[src/rtl/mips_pkg.sv]
// Shared MIPS pipeline definitions: fetch constants, fetch FSM
// encodings and the IF/ID bundle.
package mips_pkg;

  localparam int          ILEN     = 32;
  localparam logic [31:0] NOP_WORD = 32'h0000_0000;
  localparam logic [31:0] RESET_PC = 32'h0000_0000;

  localparam logic [1:0] FETCH_BOOT = 2'd0;
  localparam logic [1:0] FETCH_RUN  = 2'd1;
  localparam logic [1:0] FETCH_HALT = 2'd2;

  typedef struct packed {
    logic [ILEN-1:0] ins;
    logic [31:0]     pc4;
    logic            valid;
  } if_id_t;

endpackage

[src/rtl/if_id_reg.sv]
// IF/ID pipeline register with stall hold and bubble flush.
// Flush wins over hold and leaves pc4 untouched.
module if_id_reg
  import mips_pkg::*;
#(
  parameter logic [31:0] NOP = mips_pkg::NOP_WORD
) (
  input  logic   clk,
  input  logic   rst,
  input  logic   hold_i,
  input  logic   flush_i,
  input  if_id_t d_i,
  output if_id_t q_o
);

  if_id_t q_q;

  always_ff @(posedge clk or negedge rst) begin
    if (!rst) begin
      q_q.ins   <= NOP;
      q_q.pc4   <= '0;
      q_q.valid <= 1'b0;
    end else if (flush_i) begin
      q_q.ins   <= NOP;
      q_q.valid <= 1'b0;
    end else if (!hold_i) begin
      q_q <= d_i;
    end
  end

  assign q_o = q_q;

endmodule

[src/rtl/instruction_fetch_unit.sv]
// PC and fetch stage: next-PC mux, BOOT/RUN/HALT sequencing,
// out-of-range halting and the IF/ID register.
module instruction_fetch_unit #(
  parameter logic [31:0] RESET_PC  = mips_pkg::RESET_PC,
  parameter int          MEM_WORDS = 32,
  parameter logic [31:0] NOP_WORD  = mips_pkg::NOP_WORD
) (
  input  logic        clk,
  input  logic        rst,
  input  logic        stall,
  input  logic        redirect,
  input  logic [31:0] redirect_target,
  input  logic [31:0] ins,
  output logic [31:0] pc,
  output logic [31:0] if_id_ins,
  output logic [31:0] if_id_pc4,
  output logic        if_id_valid,
  output logic        halted
);

  import mips_pkg::*;

  localparam logic [31:0] PC_LIMIT = 32'(MEM_WORDS * 4);

  logic [1:0]  state_q, state_d;
  logic [31:0] pc_q, pc_d;
  logic        halted_q, halted_d;
  logic [31:0] pc4;
  logic [31:0] tgt;
  logic        oor;
  logic        flush;
  if_id_t      ifid_d, ifid_q;

  assign pc4 = pc_q + 32'd4;
  assign tgt = {redirect_target[31:2], 2'b00};
  assign oor = pc_q >= PC_LIMIT;

  always_comb begin
    state_d  = state_q;
    pc_d     = pc_q;
    halted_d = halted_q;
    flush    = 1'b1;
    unique case (state_q)
      FETCH_BOOT: begin
        state_d = FETCH_RUN;
        if (redirect) pc_d = tgt;
      end
      FETCH_RUN: begin
        if (redirect) begin
          pc_d = tgt;
        end else if (oor) begin
          halted_d = 1'b1;
          state_d  = FETCH_HALT;
        end else begin
          flush = 1'b0;
          if (!stall) pc_d = pc4;
        end
      end
      FETCH_HALT: begin
        if (redirect) begin
          pc_d     = tgt;
          halted_d = 1'b0;
          state_d  = FETCH_RUN;
        end
      end
      default: begin
        state_d  = FETCH_BOOT;
        halted_d = 1'b0;
      end
    endcase
  end

  always_ff @(posedge clk or negedge rst) begin
    if (!rst) begin
      state_q  <= FETCH_BOOT;
      pc_q     <= RESET_PC;
      halted_q <= 1'b0;
    end else begin
      state_q  <= state_d;
      pc_q     <= pc_d;
      halted_q <= halted_d;
    end
  end

  assign ifid_d.ins   = ins;
  assign ifid_d.pc4   = pc4;
  assign ifid_d.valid = 1'b1;

  if_id_reg #(
    .NOP (NOP_WORD)
  ) u_if_id (
    .clk     (clk),
    .rst     (rst),
    .hold_i  (stall),
    .flush_i (flush),
    .d_i     (ifid_d),
    .q_o     (ifid_q)
  );

  assign pc          = pc_q;
  assign if_id_ins   = ifid_q.ins;
  assign if_id_pc4   = ifid_q.pc4;
  assign if_id_valid = ifid_q.valid;
  assign halted      = halted_q;

endmodule

[config.mk]
export PLATFORM = sky130hd
export DESIGN_NAME = instruction_fetch_unit
export DESIGN_NICKNAME = d
export VERILOG_FILES = /design/src/rtl/mips_pkg.sv /design/src/rtl/if_id_reg.sv /design/src/rtl/instruction_fetch_unit.sv
export SDC_FILE = /design/constraint.sdc
export NUM_CORES = 1
export LEC_CHECK = 0
export CAP_MARGIN = 30
export CORE_MARGIN = 2
export CORE_UTILIZATION = 55
export CTS_CLUSTER_SIZE = 10
export DETAILED_ROUTE_END_ITERATION = 7
export DONT_BUFFER_PORTS = 1
export GPL_TIMING_DRIVEN = 0
export PLACE_DENSITY_LB_ADDON = 0.15
export SKIP_CTS_REPAIR_TIMING = 1
export SYNTH_ARGS = -nofsm -noshare
export SYNTH_HDL_FRONTEND = slang
export SYNTH_SLANG_ARGS = --single-unit
export TNS_END_PERCENT = 5
[constraint.sdc]
create_clock -name clk -period 2.4 [get_ports clk]
set_input_delay 0.24 -clock clk [delete_from_list [all_inputs] [get_ports clk]]
set_output_delay 0.24 -clock clk [all_outputs]
set_load 0.03 [all_outputs]
==> results.json <==
{
  "synth_cells": 381,
  "cp_max_fo": 10,
  "rows": 32,
  "syn_area_um2": 4422,
  "fin_nets": 469,
  "ys_warn_count": 0,
  "power_density_nw_per_um2": 893.5,
  "hp-class": "in2async",
  "fin_cells": 506,
  "io_pins": 166,
  "numCtsBuffers": 9,
  "hold_violations": 99,
  "drtAntennaViolNets": 0,
  "hold_slack_ns": -0.4438,
  "p_leak_nw": 2.143,
  "drc": 0,
  "crit_start": "pc[24]$_DFFE_PN0P_",
  "final_layout_size_suffix_gt1_share_pct": 15.59,
  "total_power_mw": 4.305,
  "grt_start_max_net_pins": 97,
  "drt_iter0_drc": 125,
  "via_per_inst": 5.800,
  "violations": "negative hold slack",
  "cp_data_arrival_time_ns": 2.52,
  "crit_required_ns": 2.64,
  "initial_core_util_pct": 56.93,
  "r2r_start": "pc[24]$_DFFE_PN0P_",
  "cp-start-kind": "flop",
  "synth_top_flop_cell": "dfrtp_1",
  "slew_headroom_pct": 54.84,
  "synthArstFlopShare_pct": 100.0,
  "fin_ws_ns": 0.1251,
  "clock_path_buffers": 2,
  "syn_to_final_growth_pct": 8.970,
  "ir_worst_vdd_uv": 590.2,
  "htreeDepth": 3,
  "synth.area.top_cells": "dfrtp_1 54%, mux2i_1 7.7%, nor2_4 7.6%, and2_1 3.5%, o21ai_0 2.8%",
  "worst_pin_slew_ns": 0.6774,
  "ys_seq_area_share_pct": 54.33,
  "grt_first_pass_wirelength_um": 14430,
  "setup_viol": 0,
  "end_kind": "flop",
  "yosysTopAreaCellShare_pct": 54.33,
  "grt_pass1_vias": 2841,
  "overflow": 0,
  "firstDrtPassIters": 4,
  "vias": 2935,
  "dieWidth_um": 93.67,
  "avgSynthCellArea_um2": 11.61,
  "globalplace.congestion": 0.7919,
  "grt_setup_unrepaired": "false",
  "synth_cell_types": 46,
  "antenna_cells": 0,
  "max_freq_mhz": 439.6,
  "maxCapViolCount": 0,
  "cts_tree": "done",
  "grt_usage_pct": 20.93,
  "wl_um": 9085,
  "root_buffer": "clkbuf_8",
  "outcome": "complete, but fails checks",
  "slew_violations": 0,
  "period_share_pct": 94.79,
  "routedWlPerCell_um": 17.95,
  "final_util_pct": 62.03,
  "die-area_um2": 8773,
  "coreArea_um2": 7767,
  "clk_latency_ns": 0.36,
  "synth_top_cell_by_area": "dfrtp_1",
  "cts.sink_count": 96,
  "die_y_um": 93.67,
  "finClkSkew_ns": 0.01451,
  "place.detailed.hpwl_um": 6487,
  "grt_antenna_before_repair": 0,
  "yosys_register_bits": 96,
  "critPathKind": "reg2reg",
  "synth_edf_count": 0,
  "io_buffers": 0,
  "clk_pin_slew_ns": 0.10,
  "place_ws_ns": 0.02398,
  "dpl.cell_count": 486,
  "period_minus_slack_ns": 2.275
}
## synthesized netlist by cell type (2+ instances only)
cell,n
a21oi_1,8
o311ai_0,3
o21ai_1,5
buf_12,3
nand3_1,6
nor4_2,2
inv_1,7
o22ai_1,5
and2_1,25
nor2_1,10
dfrtp_1,96
o211ai_1,14
buf_6,2
nor3_1,3
nor2_4,30
mux2_1,6
a31oi_1,4
and3_1,2
nor4_1,7
clkbuf_1,16
o21ai_0,25
xor2_1,2
ha_1,2
nand4_1,6
buf_4,4
or3_1,3
xnor2_1,2
mux2i_1,34
nand2b_1,2
nand2_1,31
## final cells by class
type,instances,area (µm²)
clock buffers,10,137.6
plain buffers,26,176.4
inverters,7,26.28
well taps,102,127.6
flip-flops and latches,96,2404
clock inverters,6,75.07
repair buffers,4,40.04
fillers,649,2949
multi-input cells,255,1832
## power by group
part	total, mW	internal [mW]	switching [mW]
logic	0.671	0.286	0.385
registers	2.52	1.81	0.708
clock network	1.12	0.525	0.591
## state kept, by name, indices dropped and copies added (netlist names)
name and count:
state_q 2, pc 30, halted 1, u_if_id.q_o 63
## worst paths after layout
check,endpoint,slack [ns],cells past startpoint
min in group clk,pc[29]$_DFFE_PN0P_,-0.02,2
max in group asynchronous,pc[9]$_DFFE_PN0P_,2.64,0
worst max-delay path,u_if_id.q_o[5]$_DFFE_PN0P_,0.13,5
worst min register to register,halted$_DFFE_PN0P_,0.64,1
worst max register to register,u_if_id.q_o[5]$_DFFE_PN0P_,0.13,5
worst min-delay path,u_if_id.q_o[56]$_DFFE_PN0P_,-0.44,0
## per-layer routing
| layer | part of all wire (%) | global-route usage [%] |
|---|---|---|
| met5 | 0 | 0 |
| met4 | 1.4 | 7.367 |
| met3 | 9.8 | 6.822 |
| met2 | 46 | 32.07 |
| met1 | 43 | 28.19 |
## cell usage in the layout, fill, tap and decap left out, types with 7 or more instances in the layout
cell type  instances
and2_1            25
inv_1              7
clkbuf_8          10
o21ai_0           25
clkbuf_1          16
nor2_4            30
nor2_1            10
a21oi_1            8
dfrtp_1           95
o211ai_1          14
mux2i_1           34
nor4_1             7
nand2_1           31
## kinds of logic (layout without fill, tap and decap cells)
family          after synthesis  after routing  synth area share [%]
fa+ha+maj                     2              2                0.5658
xor+xnor                      4              4                0.7924
flops                        96             96                 54.33
compound gates               71             71                 9.876
buf+inv                      33             53                 4.584
simple gates                134            134                 20.54
other cells                   1              4               0.08481
mux                          40             40                 9.225
## worst max-delay path, cell delays in order (launching register included)
cell	delay, ns
dfrtp_1	0.54
nor4_1	0.37
nand4_1	0.25
or3_1	0.50
buf_6	0.18
mux2_1	0.31
## per-stage QoR
stage	area, µm²	setup TNS (ns)
final	4818	0
after global placement	4561	0
after detailed placement	4561	0
after global routing	4818	0
after floorplan	4433	0
after CTS	4773	-0.02421
Note: power is estimated with default switching activity, not from simulation.
